File: src/rtl/washer_panel.sv
// Washer front panel: synchronises and debounces three active-low keys and runs the IDLE/RUN/HALT panel FSM.
// Optional key-acknowledge buzzer is built only when WASHER_PANEL_BEEP_EN is defined; otherwise beep is tied low.
module washer_panel #(
    parameter int DEB_CYC  = 20,
    parameter int BEEP_CYC = 8
) (
    input  logic       clk,
    input  logic       rst,
    input  logic       key_select,
    input  logic       key_start,
    input  logic       key_estop,
    input  logic       done,
    output logic       select,
    output logic [1:0] mode,
    output logic       start,
    output logic       emergency,
    output logic       busy,
    output logic       beep
);

    localparam int CW = (DEB_CYC > 1) ? $clog2(DEB_CYC + 1) : 1;

    typedef enum logic [1:0] {S_IDLE, S_RUN, S_HALT} state_t;

    logic [2:0] w_raw;
    logic [2:0] w_fall;
    logic       w_estop_lvl;
    logic       r_settled;

    assign w_raw = {key_estop, key_start, key_select};

    // Marks that the synchroniser has sampled the real key level at least once since reset.
    always_ff @(posedge clk or negedge rst) begin
        if (!rst) r_settled <= 1'b0;
        else      r_settled <= 1'b1;
    end

    genvar gi;
    generate
        for (gi = 0; gi < 3; gi++) begin : g_key
            logic          r_sync1;
            logic          r_sync2;
            logic          r_deb;
            logic          r_arm;
            logic [CW-1:0] r_cnt;

            // A key held through reset release stays unarmed until it has been seen released.
            always_ff @(posedge clk or negedge rst) begin
                if (!rst) begin
                    r_sync1 <= 1'b1;
                    r_sync2 <= 1'b1;
                    r_deb   <= 1'b1;
                    r_arm   <= 1'b0;
                    r_cnt   <= '0;
                end else begin
                    r_sync1 <= w_raw[gi];
                    r_sync2 <= r_sync1;
                    if (r_settled && r_sync1)
                        r_arm <= 1'b1;
                    if (r_sync2 == r_deb) begin
                        r_cnt <= '0;
                    end else if (r_cnt == CW'(DEB_CYC - 1)) begin
                        r_deb <= r_sync2;
                        r_cnt <= '0;
                    end else begin
                        r_cnt <= r_cnt + CW'(1);
                    end
                end
            end

            assign w_fall[gi] = r_arm && r_deb && !r_sync2 && (r_cnt == CW'(DEB_CYC - 1));

            if (gi == 2) begin : g_estop_lvl
                assign w_estop_lvl = r_deb;
            end
        end
    endgenerate

    state_t     r_state;
    state_t     w_state_next;
    logic [1:0] r_mode;
    logic [1:0] w_mode_next;
    logic       r_select;
    logic       w_select_next;
    logic       r_start;
    logic       r_emergency;
    logic       r_busy;

    logic w_done_act;
    logic w_go_halt;
    logic w_go_run;
    logic w_resume;
    logic w_step;

    // Priority estop > done > start > select: a lower event is blocked by any higher one present.
    assign w_go_halt  = w_fall[2];
    assign w_done_act = !w_fall[2] && (r_state == S_RUN) && done;
    assign w_go_run   = !w_fall[2] && !w_done_act && w_fall[1] &&
                        (r_state == S_IDLE) && (r_mode != 2'd0);
    assign w_resume   = !w_fall[2] && !w_done_act && w_fall[1] &&
                        (r_state == S_HALT) && w_estop_lvl;
    assign w_step     = !w_fall[2] && !w_done_act && !w_fall[1] && w_fall[0] &&
                        (r_state == S_IDLE);

    always_ff @(posedge clk or negedge rst) begin
        if (!rst) begin
            r_state     <= S_IDLE;
            r_mode      <= 2'd0;
            r_select    <= 1'b1;
            r_start     <= 1'b0;
            r_emergency <= 1'b1;
            r_busy      <= 1'b0;
        end else begin
            r_state     <= w_state_next;
            r_mode      <= w_mode_next;
            r_select    <= w_select_next;
            r_start     <= (w_state_next == S_RUN);
            r_emergency <= (w_state_next != S_HALT);
            r_busy      <= (w_state_next != S_IDLE);
        end
    end

    always_comb begin
        w_state_next = r_state;
        if (w_go_halt)
            w_state_next = S_HALT;
        else if (w_done_act)
            w_state_next = S_IDLE;
        else if (w_go_run)
            w_state_next = S_RUN;
        else if (w_resume)
            w_state_next = S_IDLE;
    end

    always_comb begin
        w_mode_next   = r_mode;
        w_select_next = 1'b1;
        if (w_done_act) begin
            w_mode_next = 2'd0;
        end else if (w_step) begin
            w_mode_next   = r_mode + 2'd1;
            w_select_next = 1'b0;
        end
    end

    assign select    = r_select;
    assign mode      = r_mode;
    assign start     = r_start;
    assign emergency = r_emergency;
    assign busy      = r_busy;

`ifdef WASHER_PANEL_BEEP_EN
    localparam int BW = (BEEP_CYC > 1) ? $clog2(BEEP_CYC + 1) : 1;

    logic          w_act;
    logic          r_beep;
    logic [BW-1:0] r_beep_cnt;

    assign w_act = w_go_halt || w_go_run || w_resume || w_step;

    // Counter holds the cycles still to go after the current one; a new acting press reloads it.
    always_ff @(posedge clk or negedge rst) begin
        if (!rst) begin
            r_beep     <= 1'b0;
            r_beep_cnt <= '0;
        end else if (w_act) begin
            r_beep     <= 1'b1;
            r_beep_cnt <= BW'(BEEP_CYC - 1);
        end else if (r_beep_cnt != '0) begin
            r_beep     <= 1'b1;
            r_beep_cnt <= r_beep_cnt - BW'(1);
        end else begin
            r_beep     <= 1'b0;
        end
    end

    assign beep = r_beep;
`else
    assign beep = 1'b0;
`endif

endmodule

File: config.mk
export PLATFORM = sky130hd
export DESIGN_NAME = washer_panel
export DESIGN_NICKNAME = d
export VERILOG_FILES = /design/src/rtl/washer_panel.sv
export SDC_FILE = /design/constraint.sdc
export NUM_CORES = 1
export LEC_CHECK = 0
export ABC_AREA = 1
export CORE_AREA = 2 2 48 62
export DETAILED_ROUTE_END_ITERATION = 8
export DIE_AREA = 0 0 50 64
export GPL_TIMING_DRIVEN = 0
export PLACE_DENSITY = 0.79
export SLEW_MARGIN = 0
export SYNTH_ARGS = -nofsm -noshare
export SYNTH_HDL_FRONTEND = slang
export SYNTH_SLANG_ARGS = --single-unit
File: constraint.sdc
create_clock -name clk -period 2.86 [get_ports clk]
set_clock_uncertainty 0.1 [all_clocks]
set_input_delay 0.429 -clock clk [delete_from_list [all_inputs] [get_ports clk]]
set_output_delay 0.429 -clock clk [all_outputs]
set_load 0.02 [all_outputs]
======== Word-level counts from Yosys, hierarchy flattened ========
Index checks and enable logic that the tools add are counted.
word-level totals
  logic and storage cells ................. 89
  register bits ........................... 36
  output and inout port bits .............. 7
cells by class
  multiplexer cells ....................... 14
  bitwise gates (word level) .............. 3
  eq/ne operators ......................... 10
  reductions and logical operators ........ 36
  add/sub/neg operators ................... 4
operators with widths
  cell                                                              count
  5-bit 2-to-1 mux                                                  6
  1-bit logical AND                                                 23
  5-bit by 1-bit adder with 5-bit output (second input constant)    3
  5-bit == test (second input constant)                             3
  2-bit 2-to-1 mux                                                  6
  1-bit zero test                                                   6
  2-bit AND reduction                                               3
  2-bit nonzero test                                                3
  2-bit by 1-bit == test with 1-bit output (second input constant)  2
  1-bit == test                                                     3
  1-bit NOT                                                         3
  2-bit by 1-bit adder with 2-bit output (second input constant)    1
  2-bit == test (second input constant)                             1
  2-bit zero test                                                   1
  1-bit 2-to-1 mux                                                  2
  2-bit inequality test (second input constant)                     1

======== Longest topological paths before layout ========
  word-level depth ........................ 16
  gate-level depth with buffers ........... 9

======== Least setup slack after synthesis ========
No wires, ideal clock.
  path type ............................... reg-to-reg
  start ................................... register g_key[2].r_cnt[0]
  end ..................................... register r_mode[0] (netlist: mode[0])
  stages on the path, launching flop included .. 10
  slack ................................... 1.443 ns
  arrival ................................. 1.199 ns
  buffers on the path ..................... 0
  setup time .............................. 0.118 ns
  cells stage by stage .................... dfrtp_1 > ha_1 > nand2_1 > inv_1 > nand2_1 > nor2_1 > nor2_2 > nand3_1 > nand3_1 > nand2_1
between the ends
  cells in the longest elaborated chain, start to end .. 11
  elaborated cells on any way between the ends .. 12
ends and longest elaborated chain
  element                              line     RTL
  start: declaration                   45       logic [CW-1:0] r_cnt;
  start signal: assignment             66       r_cnt <= r_cnt + CW'(1);
  5-bit == test *                      71       assign w_fall[gi] = r_arm && r_deb && !r_sync2 && (r_cnt == CW'(DEB_CYC - 1));
  1-bit logical AND *                  71
  1-bit zero test *                    97, 102
  1-bit logical AND (2 in a row)       97       assign w_done_act = !w_fall[2] && (r_state == S_RUN) && done;
  1-bit zero test                      102      assign w_step = !w_fall[2] && !w_done_act && !w_fall[1] && w_fall[0] &&
  1-bit logical AND (4 in a row)       102
  2-bit nonzero test (no source line)  --
  end signal: assignment               115      r_mode <= w_mode_next;
  end: declaration                     81       logic [1:0] r_mode;
Every way passes the cells marked *; elsewhere a longest branch is shown, timed or not.
A chain may end at the register's enable or synchronous reset.

======== Worst setup path in the final report ========
  start ................................... register r_select (netlist: select)
  end ..................................... output port select
RTL lines
  element                   line  RTL
  start: declaration        83    logic r_select;
  start signal: assignment  116   r_select <= w_select_next;
  end: declaration          13    output logic select,
No word-level cell between the ends.

==> results.py <==
metrics = {
    "logic_synthesis": {
        "synthFlopType": "dfrtp_1",
        "synth_cell_types": 22,
        "seq_area_frac_synth_pct": 60.61,
        "ys_ff_latch": 36,
        "syn-cell-area_mm2": 0.001509,
        "synth_edf_count": 0,
        "synthArstFlopShare_pct": 100.0,
        "synthCells": 149,
        "syn_nets": 159,
        "syn_area_per_cell_um2": 10.13,
        "yosys_warnings": 0,
    },
    "cts": {
        "holdBufCountCts": 0,
        "cts_tree": "yes",
        "post_cts_buffers": 0,
        "cts_root_buf": "clkbuf_4",
        "clk_latency_ps": 330,
        "clk_pin_slew_ps": 100,
        "post_cts_resized": 0,
        "clock-sinks": 36,
        "clk_path_buf_depth": 2,
        "cts_buffers": 5,
        "h-tree-depth": 2,
    },
    "sta": {
        "finalSetupTns_ps": 0,
        "min_period_ps": 1973,
        "fmax_mhz": 506.8,
        "tightest_slew_ps": 745.2,
        "period_share_pct": 68.99,
        "slew_violations": 0,
        "finalHoldViolCount": 0,
        "finalSetupViolations": 0,
        "fin_hold_ws_ps": 57.30,
        "max_slew_margin_pct": 50.32,
        "rsz0062_at_grt": "no",
    },
    "pwr": {
        "max-vdd-ir-drop_mv": 0.4479,
        "p_per_area_mw_per_mm2": 510.5,
        "p_leak_uw": 0.0008238,
    },
    "cells_and_area": {
        "area_delta_synth_final_pct": 14.34,
        "layout-drive-gt1-share_pct": 16.67,
        "final_util_pct": 66.33,
        "fin_area_mm2": 0.001725,
        "fillCellCount": 218,
        "instances_no_fill": 202,
        "diodes": 0,
        "fin_nets": 177,
    },
    "placement": {
        "hpwl_um": 1741,
        "place_congestion": 0.7712,
        "dp.cells": 194,
        "placed_cell_area_mm2": 0.001657,
        "port_buffers": 11,
    },
    "routing": {
        "drc": 0,
        "vias_per_cell": 4.792,
        "drt_pre_antenna_iters": 4,
        "wl_per_cell_um": 11.30,
        "ant_nets": 0,
        "drt-total-wl_um": 2283,
        "num_vias": 968,
        "drtIter0Drc": 11,
    },
    "global_route": {
        "track_usage_pct": 18.69,
        "grt_pass1_vias": 1063,
        "gr-total-overflow": 0,
        "antenna_found_initial": 0,
        "grt_pass1_wl_um": 4395,
        "grt_max_degree": 37,
    },
    "die": {
        "coreArea_mm2": 0.002601,
        "die_x_um": 50,
        "rows": 21,
        "ios": 13,
        "die_area_mm2": 0.003200,
        "fp.dieH_um": 64,
        "initial_utilization_pct": 58.01,
    },
    "worst_setup_path": {
        "endpoint_kind": "output port",
        "cp_top_family": "buffers and inverters",
        "worstPathMaxFanout": 1,
        "r2r_end": "mode[0]$_DFFE_PN0P_",
        "cp_cell_sequence": "clkdlybuf4s50_1",
        "cpPeakStageDelay_ps": 590,
        "crit_type": "register to output port",
        "cp_num_buf_inv": 1,
        "cp-start-kind": "register",
        "cp_slowest_cell": "clkdlybuf4s50_1",
        "ff2ff_setup_slack_ps": 1280,
        "r2r_cells": 9,
        "critPathRequiredTime_ps": 2330,
        "worst_ep_arrival_time_ps": 1440,
        "regToRegStartpoint": "g_key[2].r_cnt[0]$_DFF_PN0_",
    },
    "min_path": {
        "worstHoldPathType": "input port to asynchronous set/reset pin",
    },
    "outcome": {
        "status": "finished, final reports clean",
    },
    "run": {
        "drv_cap": 0,
    },
}
## cell type report
type,instances,area [µm²],area share (%)
sequential,36,914.6,53.01
multi-input combinational,92,511.7,29.66
timing repair buffer,11,105.1,6.091
inverter,20,75.07,4.351
clock buffer,8,68.82,3.988
tap,34,42.54,2.466
buffer,1,7.507,0.4351
## worst max-delay path by stage
stage	to	slack, ps	cells after the start	start
floorplan	mode[0]$_DFFE_PN0P_	1440	9	g_key[2].r_cnt[0]$_DFF_PN0_
global placement	start$_DFF_PN0_	580	1	rst
detailed placement	mode[1]$_DFFE_PN0P_	1170	6	done
CTS	select	860	1	select$_DFF_PN1_
global route	select	830	1	select$_DFF_PN1_
finish	select	890	1	select$_DFF_PN1_
## power breakdown
part	internal (µW)	total, µW	switching (µW)	leakage, µW
Clock	145	295	151	0.0000386
Combinational	19.4	45.6	26.2	0.000347
Sequential	528	540	12.1	0.000439
Total	692	881	189	0.000824
## cells by family (layout without fill, tap and decap cells)
family          count (synthesis)  in the layout  share of synthesized area (%)
compound gates                  6              6                          2.487
xor+xnor                       10             10                          5.804
fa+ha+maj                       4              4                          3.317
buf+inv                        21             40                          5.473
flops                          36             36                          60.61
mux                             1              1                         0.7462
other cells                     2              2                         0.4977
simple gates                   69             69                          21.06
## through the flow
| step | worst slack [ps] | power [µW] |
|---|---|---|
| floorplan | 1443 | 572.6 |
| global placement | 582.5 | 592.4 |
| detailed placement | 1165 | 597.0 |
| CTS | 864.4 | 894.9 |
| global route | 833.4 | 927.7 |
| finish | 887.0 | 880.8 |
## cells in the mapped netlist (2+ instances only)
cell type   n  area [µm²]
nor2_2      2       12.51
inv_1      20       75.07
nand2_2     2       12.51
xnor2_1     5       43.79
nand2_1    20       75.07
nand3_1    14       70.07
xor2_1      5       43.79
o21ai_0     3       15.01
or2_2       2       12.51
nor2_1     22       82.58
nor3_1      2       10.01
ha_1        4       50.05
a21o_1      3       22.52
dfstp_2    11       289.0
nand4_1     2       12.51
conb_1      2       7.510
dfrtp_1    25       625.6
## flip-flops by register name, indices dropped and copies added, names as in the netlist
name and flops:
r_settled 1, select 1, g_key.r_cnt 15, start 1, emergency 1, g_key.r_deb 3
g_key.r_arm 3, g_key.r_sync2 3, mode 2, busy 1, r_state 2, g_key.r_sync1 3
## cell usage in the layout, fill, tap and decap left out, types with 2 or more instances in the layout
cell and instances:
nand4_1 2, clkbuf_8 2, inv_1 20, nand2_1 20, nand3_1 14, nor2_1 22, nor3_1 2, a21o_1 3
conb_1 2, dfstp_2 11, clkdlybuf4s50_1 10, or2_2 2, xnor2_1 5, nor2_2 2, o21ai_0 3, xor2_1 5
dfrtp_1 25, clkbuf_4 5, ha_1 4, nand2_2 2
## layer usage
layer	global-route usage, %	part of all wire [%]	vias up
li1	-	-	497
met1	20.06	41	456
met2	32.07	53	10
met3	6.308	3.5	5
met4	9.375	2.4	0
met5	0	0	-
Power figures use the tool's default switching activity.
